`src/rtl/song_event_reader_pkg.sv`:
```
// Shared definitions for the song event reader:
// entry field layout, end marker and FSM state encoding.
package song_event_reader_pkg;

  localparam int ENTRY_WIDTH = 16;

  localparam int TYPE_BIT = 15;
  localparam int NOTE_MSB = 14;
  localparam int NOTE_LSB = 9;
  localparam int DUR_MSB  = 8;
  localparam int DUR_LSB  = 3;
  localparam int META_MSB = 2;
  localparam int META_LSB = 0;

  localparam logic [ENTRY_WIDTH-1:0] END_MARKER = 16'h0000;

  localparam logic [2:0] ST_IDLE     = 3'd0;
  localparam logic [2:0] ST_FETCH    = 3'd1;
  localparam logic [2:0] ST_WAIT_ROM = 3'd2;
  localparam logic [2:0] ST_ISSUE    = 3'd3;
  localparam logic [2:0] ST_WAIT_ADV = 3'd4;
  localparam logic [2:0] ST_DONE     = 3'd5;

  typedef enum logic [2:0] {
    S_IDLE     = ST_IDLE,
    S_FETCH    = ST_FETCH,
    S_WAIT_ROM = ST_WAIT_ROM,
    S_ISSUE    = ST_ISSUE,
    S_WAIT_ADV = ST_WAIT_ADV,
    S_DONE     = ST_DONE
  } state_e;

  typedef struct packed {
    logic       type_signal;
    logic [5:0] note;
    logic [5:0] duration;
    logic [2:0] meta;
  } entry_t;

endpackage

```
`src/rtl/song_entry_decoder.sv`:
```
// Splits one 16-bit song entry into its fields.
// Purely combinational; is_end flags the end marker.
module song_entry_decoder
  import song_event_reader_pkg::*;
(
  input  logic [ENTRY_WIDTH-1:0] entry,
  output logic [5:0]             note,
  output logic [5:0]             duration,
  output logic [2:0]             meta,
  output logic                   type_signal,
  output logic                   is_end
);

  assign note        = entry[NOTE_MSB:NOTE_LSB];
  assign duration    = entry[DUR_MSB:DUR_LSB];
  assign meta        = entry[META_MSB:META_LSB];
  assign type_signal = entry[TYPE_BIT];
  assign is_end      = (entry == END_MARKER);

endmodule

```
`src/rtl/song_event_reader.sv`:
```
// Walks a song ROM, issuing one decoded entry per load_count
// and parking on wait entries until advance arrives.
module song_event_reader
  import song_event_reader_pkg::*;
#(
  parameter int ADDR_WIDTH = 7,
  parameter int SONG_WIDTH = 2
) (
  input  logic                           clk,
  input  logic                           reset,
  input  logic                           play_enable,
  input  logic                           new_song,
  input  logic [SONG_WIDTH-1:0]          song,
  input  logic                           advance,
  input  logic [ENTRY_WIDTH-1:0]         rom_data,
  output logic [SONG_WIDTH+ADDR_WIDTH-1:0] rom_addr,
  output logic [5:0]                     note,
  output logic [5:0]                     duration,
  output logic [2:0]                     meta,
  output logic                           type_signal,
  output logic                           load_count,
  output logic                           song_done
);

  localparam logic [ADDR_WIDTH-1:0] LAST_INDEX = '1;

  state_e                state_q;
  state_e                state_d;
  logic [ADDR_WIDTH-1:0] index_q;
  logic [ADDR_WIDTH-1:0] index_d;
  logic [SONG_WIDTH-1:0] song_q;
  logic [SONG_WIDTH-1:0] song_d;
  logic                  capture;
  logic                  last;
  entry_t                fields_q;
  entry_t                dec;
  logic                  dec_end;

  song_entry_decoder u_dec (
    .entry       (rom_data),
    .note        (dec.note),
    .duration    (dec.duration),
    .meta        (dec.meta),
    .type_signal (dec.type_signal),
    .is_end      (dec_end)
  );

  assign last = (index_q == LAST_INDEX);

  // Next state, next index/song and field capture strobe.
  always_comb begin
    state_d = state_q;
    index_d = index_q;
    song_d  = song_q;
    capture = 1'b0;
    if (new_song) begin
      state_d = S_FETCH;
      index_d = '0;
      song_d  = song;
    end else begin
      unique case (state_q)
        S_IDLE: begin
          if (play_enable) begin
            state_d = S_FETCH;
            index_d = '0;
            song_d  = song;
          end
        end
        S_FETCH: begin
          if (play_enable) state_d = S_WAIT_ROM;
        end
        S_WAIT_ROM: begin
          if (dec_end) begin
            state_d = S_DONE;
          end else begin
            capture = 1'b1;
            state_d = S_ISSUE;
          end
        end
        S_ISSUE: begin
          if (fields_q.type_signal && |fields_q.duration) begin
            state_d = S_WAIT_ADV;
          end else if (last) begin
            state_d = S_DONE;
          end else begin
            state_d = S_FETCH;
            index_d = index_q + 1'b1;
          end
        end
        S_WAIT_ADV: begin
          if (advance && play_enable) begin
            if (last) begin
              state_d = S_DONE;
            end else begin
              state_d = S_FETCH;
              index_d = index_q + 1'b1;
            end
          end
        end
        S_DONE: begin
          state_d = S_DONE;
        end
        default: begin
          state_d = S_IDLE;
        end
      endcase
    end
  end

  // State, index and selected-song registers.
  always_ff @(posedge clk) begin
    if (reset) begin
      state_q <= S_IDLE;
      index_q <= '0;
      song_q  <= '0;
    end else begin
      state_q <= state_d;
      index_q <= index_d;
      song_q  <= song_d;
    end
  end

  // Decoded fields hold until the next entry is captured.
  always_ff @(posedge clk) begin
    if (reset) begin
      fields_q <= '0;
    end else if (capture) begin
      fields_q <= dec;
    end
  end

  // ROM address moves only when FETCH is (re)entered.
  always_ff @(posedge clk) begin
    if (reset) begin
      rom_addr <= '0;
    end else if (state_d == S_FETCH) begin
      rom_addr <= {song_d, index_d};
    end
  end

  assign note        = fields_q.note;
  assign duration    = fields_q.duration;
  assign meta        = fields_q.meta;
  assign type_signal = fields_q.type_signal;
  assign load_count  = (state_q == S_ISSUE);
  assign song_done   = (state_q == S_DONE);

endmodule

```
`config.mk`:
```
export PLATFORM = sky130hd
export DESIGN_NAME = song_event_reader
export DESIGN_NICKNAME = d
export VERILOG_FILES = /design/src/rtl/song_event_reader_pkg.sv /design/src/rtl/song_entry_decoder.sv /design/src/rtl/song_event_reader.sv
export SDC_FILE = /design/constraint.sdc
export NUM_CORES = 1
export LEC_CHECK = 0
export ABC_AREA = 1
export CORE_MARGIN = 10
export CORE_UTILIZATION = 45
export CTS_CLUSTER_SIZE = 10
export DETAILED_ROUTE_END_ITERATION = 8
export PLACE_DENSITY_LB_ADDON = 0.3
export SLEW_MARGIN = 20
export SYNTH_ARGS = -nofsm -noshare
export SYNTH_HDL_FRONTEND = slang
export SYNTH_HIERARCHICAL = 1
export SYNTH_SLANG_ARGS = --single-unit
```
`constraint.sdc`:
```
create_clock -name clk -period 2.01 [get_ports clk]
set_clock_uncertainty 0.15 [all_clocks]
set_input_delay 0.603 -clock clk [delete_from_list [all_inputs] [get_ports clk]]
set_output_delay 0.603 -clock clk [all_outputs]
set_load 0.02 [all_outputs]
```
==> flow_metrics.py, run 1 <==
metrics = {
    "power": {
        "power.internal_w": 0.001199,
        "clockPowerShare_pct": 34.6,
        "switchingPower_w": 0.0004496,
        "worst_ir_drop_vdd_mv": 0.4277,
        "comb_power_share_pct": 18.6,
        "seq_power_share_pct": 46.8,
        "switching_share_pct": 27.27,
        "p_leak_nw": 1.463,
        "total_power_w": 0.001649,
        "powerDensity_nw_per_um2": 603.1,
    },
    "routing": {
        "wirelength_mm": 5.531,
        "dr.pass1.iters": 4,
        "drc": 0,
        "post_drt_wl_per_cell_um": 13.04,
        "dr.first_iter.drc_count": 138,
        "postRouteAntennaNets": 0,
        "vias_per_cell": 4.983,
        "vias": 2113,
    },
    "global_routing": {
        "grt_max_degree": 24,
        "grt_first_pass_wirelength_mm": 9.087,
        "grt-ovfl-total": 0,
        "track_usage_pct": 14.56,
        "antenna_found_initial": 0,
        "grt_pass1_vias": 1962,
    },
    "worst_hold_path": {
        "whs_path_depth": 2,
        "hold_path_class": "reg2reg",
        "holdPathEnd": "meta[0]",
        "min_from": "meta[0]",
    },
    "critical_path": {
        "cp-start-kind": "register",
        "cp_cell_sequence": "clkdlybuf4s50_1",
        "r2r_start": "index_q[0]",
        "cp_max_fo": 2,
        "crit_buf_inv": 1,
        "crit_family": "buffers and inverters",
        "path_class": "reg2out",
        "cp.depth": 1,
        "cpPeakStageDelay_ns": 0.60,
        "ff2ff_setup_slack_ns": 0.19,
        "reg2reg_to": "rom_addr[0]",
        "critPathCaptureType": "output port",
        "cp.required_ns": 1.26,
        "worstPathArrival_ns": 1.22,
        "rr_worst_depth": 12,
        "crit_slowest_cell": "clkdlybuf4s50_1",
    },
    "timing": {
        "max_freq_mhz": 507.3,
        "period_share_pct": 98.08,
        "worst-slew-pin-transition_ns": 0.4209,
        "hold_viol_final": 0,
        "setup_viol": 0,
        "slew_headroom_pct": 71.91,
        "slew_violations": 0,
        "rsz0062_at_grt": "yes",
        "final.setup.worst_slack_ns": 0.03868,
        "final.min_clock_period_ns": 1.971,
    },
    "logic_synthesis": {
        "yosys-top-cells-count": "75 x nand2_1, 46 x nor2_1, 37 x dfxtp_1",
        "synthCells": 313,
        "synth_top_area_cell": "dfxtp_1",
        "async_reset_ff_share_pct": 0,
        "syn_area_um2": 2061,
        "synth.avg_cell_area_um2": 6.584,
        "ys_seq_area_share_pct": 35.94,
        "syn-num-nets": 337,
        "synth_edf_count": 0,
        "netlist.area_leader.share_pct": 35.94,
        "synth_area_leaders": "dfxtp_1 36%, nand2_1 14%, nor2_1 8.4%",
        "yosys_warnings": 6,
        "ys_types": 26,
        "synth.most_common_cell": "nand2_1",
        "ys.flop_type": "dfxtp_1",
        "ys_ff_latch": 37,
    },
    "clocking": {
        "htree_num_levels": 2,
        "post_cts_buffers": 0,
        "insertion_delay_ns": 0.28,
        "clock_sinks": 37,
        "clkTransAtPathRegs_ns": 0.07,
        "cts-root-buf": "clkbuf_8",
        "numCtsBuffers": 5,
        "clk_path_buf_depth": 2,
        "cts_tree": "done",
    },
    "job": {
        "maxCapViolations": 0,
    },
    "cells_and_area": {
        "area_growth_pct": 32.67,
        "fin_nets": 395,
        "antennaDiodeCount": 0,
        "drive_gt1_share_pct": 22.58,
    },
    "floorplan": {
        "dieArea_um2": 7686,
        "fp-row-count": 24,
        "die_h_um": 87.67,
        "initial_core_util_pct": 47.00,
        "coreArea_um2": 4384,
        "io_pins": 50,
        "die_w_um": 87.67,
    },
    "placement": {
        "pre_cts_ws_ns": -0.5661,
        "dp_hpwl_mm": 4.035,
        "globalplace.congestion": 0.8637,
        "portBuffers": 49,
    },
    "run_status": {
        "status": "finished clean",
    },
}
## routing by layer
metal	vias to the layer above	track usage (%)	wire, um
met5	-	0	0
met4	0	4.348	68
met3	6	5.292	384
met2	57	22.55	2587
met1	964	18.44	2490
li1	1086	-	-
## sequential cells by signal, indices dropped and copies added, names as in the netlist
register     cells
rom_addr         9
index_q          7
duration         6
note             6
meta             3
state_q          3
song_q           2
type_signal      1
## logic make-up (layout without fill, tap and decap cells)
family	count (synthesis)	count (layout)	synth area share [%]
adder cells (fa/ha/maj)	1	1	0.6071
buffers and inverters	62	120	15.60
flip-flops	37	37	35.94
AO/OA/AOI/OAI	31	31	7.711
AND/OR/NAND/NOR	182	183	40.13
## placed cells by master, fill, tap and decap left out
cell,count
buf_12,1
dlymetal6s2s_1,11
clkinv_2,1
o21ai_0,4
dfxtp_1,36
o21ai_1,2
ha_1,1
o21ai_4,1
nand2_2,7
clkbuf_2,16
buf_4,24
clkbuf_8,7
dfxtp_2,1
nor2_2,8
buf_2,2
a21oi_1,24
nor3_1,3
nor2_1,39
buf_6,1
nor4_1,1
nand3_4,2
nand2_1,72
nor2_4,3
clkdlybuf4s50_1,7
inv_1,34
or2_2,2
nand3_1,29
inv_2,3
dlygate4sd2_1,13
nand2_4,1
nand3_2,4
and2_1,5
nand4_1,7
## how the worst max path moves through the flow
stage | start | end
floorplan | rom_data[0] | rom_addr[0]
global placement | rom_data[1] | rom_addr[4]
detailed placement | rom_data[1] | rom_addr[4]
CTS | rom_data[12] | rom_addr[1]
global route | rom_data[0] | rom_addr[0]
finish | rom_addr[4] | rom_addr[4]
## per-stage QoR
stage                     hold slack [ns]  utilization (%)  setup TNS [ns]  area [um2]  std cells
after floorplan                    0.3869                -               0        2068        313
after global placement             0.2962            60.42          -11.26        2649        415
after detailed placement           0.3003            60.42          -12.63        2649        415
after CTS                          0.3120            62.93               0        2759        424
after global routing               0.3374            62.36        -0.02848        2734        424
final                              0.3055            62.36               0        2734        424
## power by group through the flow
| stage | logic [W] | registers [W] | clock network (W) |
|---|---|---|---|
| finish | 0.000306 | 0.000772 | 0.000571 |
| global route | 0.000338 | 0.000775 | 0.000626 |
| CTS | 0.000303 | 0.000772 | 0.000585 |
| detailed placement | 0.000311 | 0.000789 | 0 |
| global placement | 0.000304 | 0.000789 | 0 |
| floorplan | 0.000164 | 0.000813 | 0 |
## final cells by class
class	count	area [um2]
repair buffers	75	623.1
well taps	52	65.06
clock buffers	7	96.34
fillers	397	1650
inverters	37	138.9
clock inverters	1	5.005
multi-input cells	215	1064
flip-flops and latches	37	742.0
## timing repair
action,in CTS,in global routing
pin swaps,13,17
endpoints found under the setup margin,40,24
hold buffers,0,0
gates resized for setup,49,49
cloned,1,0
Note: power is estimated with default switching activity, not from simulation.
==> inputs of run 2 (changes only) <==
Settings changed: CAP_MARGIN set to 20.
==> results of run 2 <==
Same layout as run 1: the final DEF is identical, and so are final timing and power.
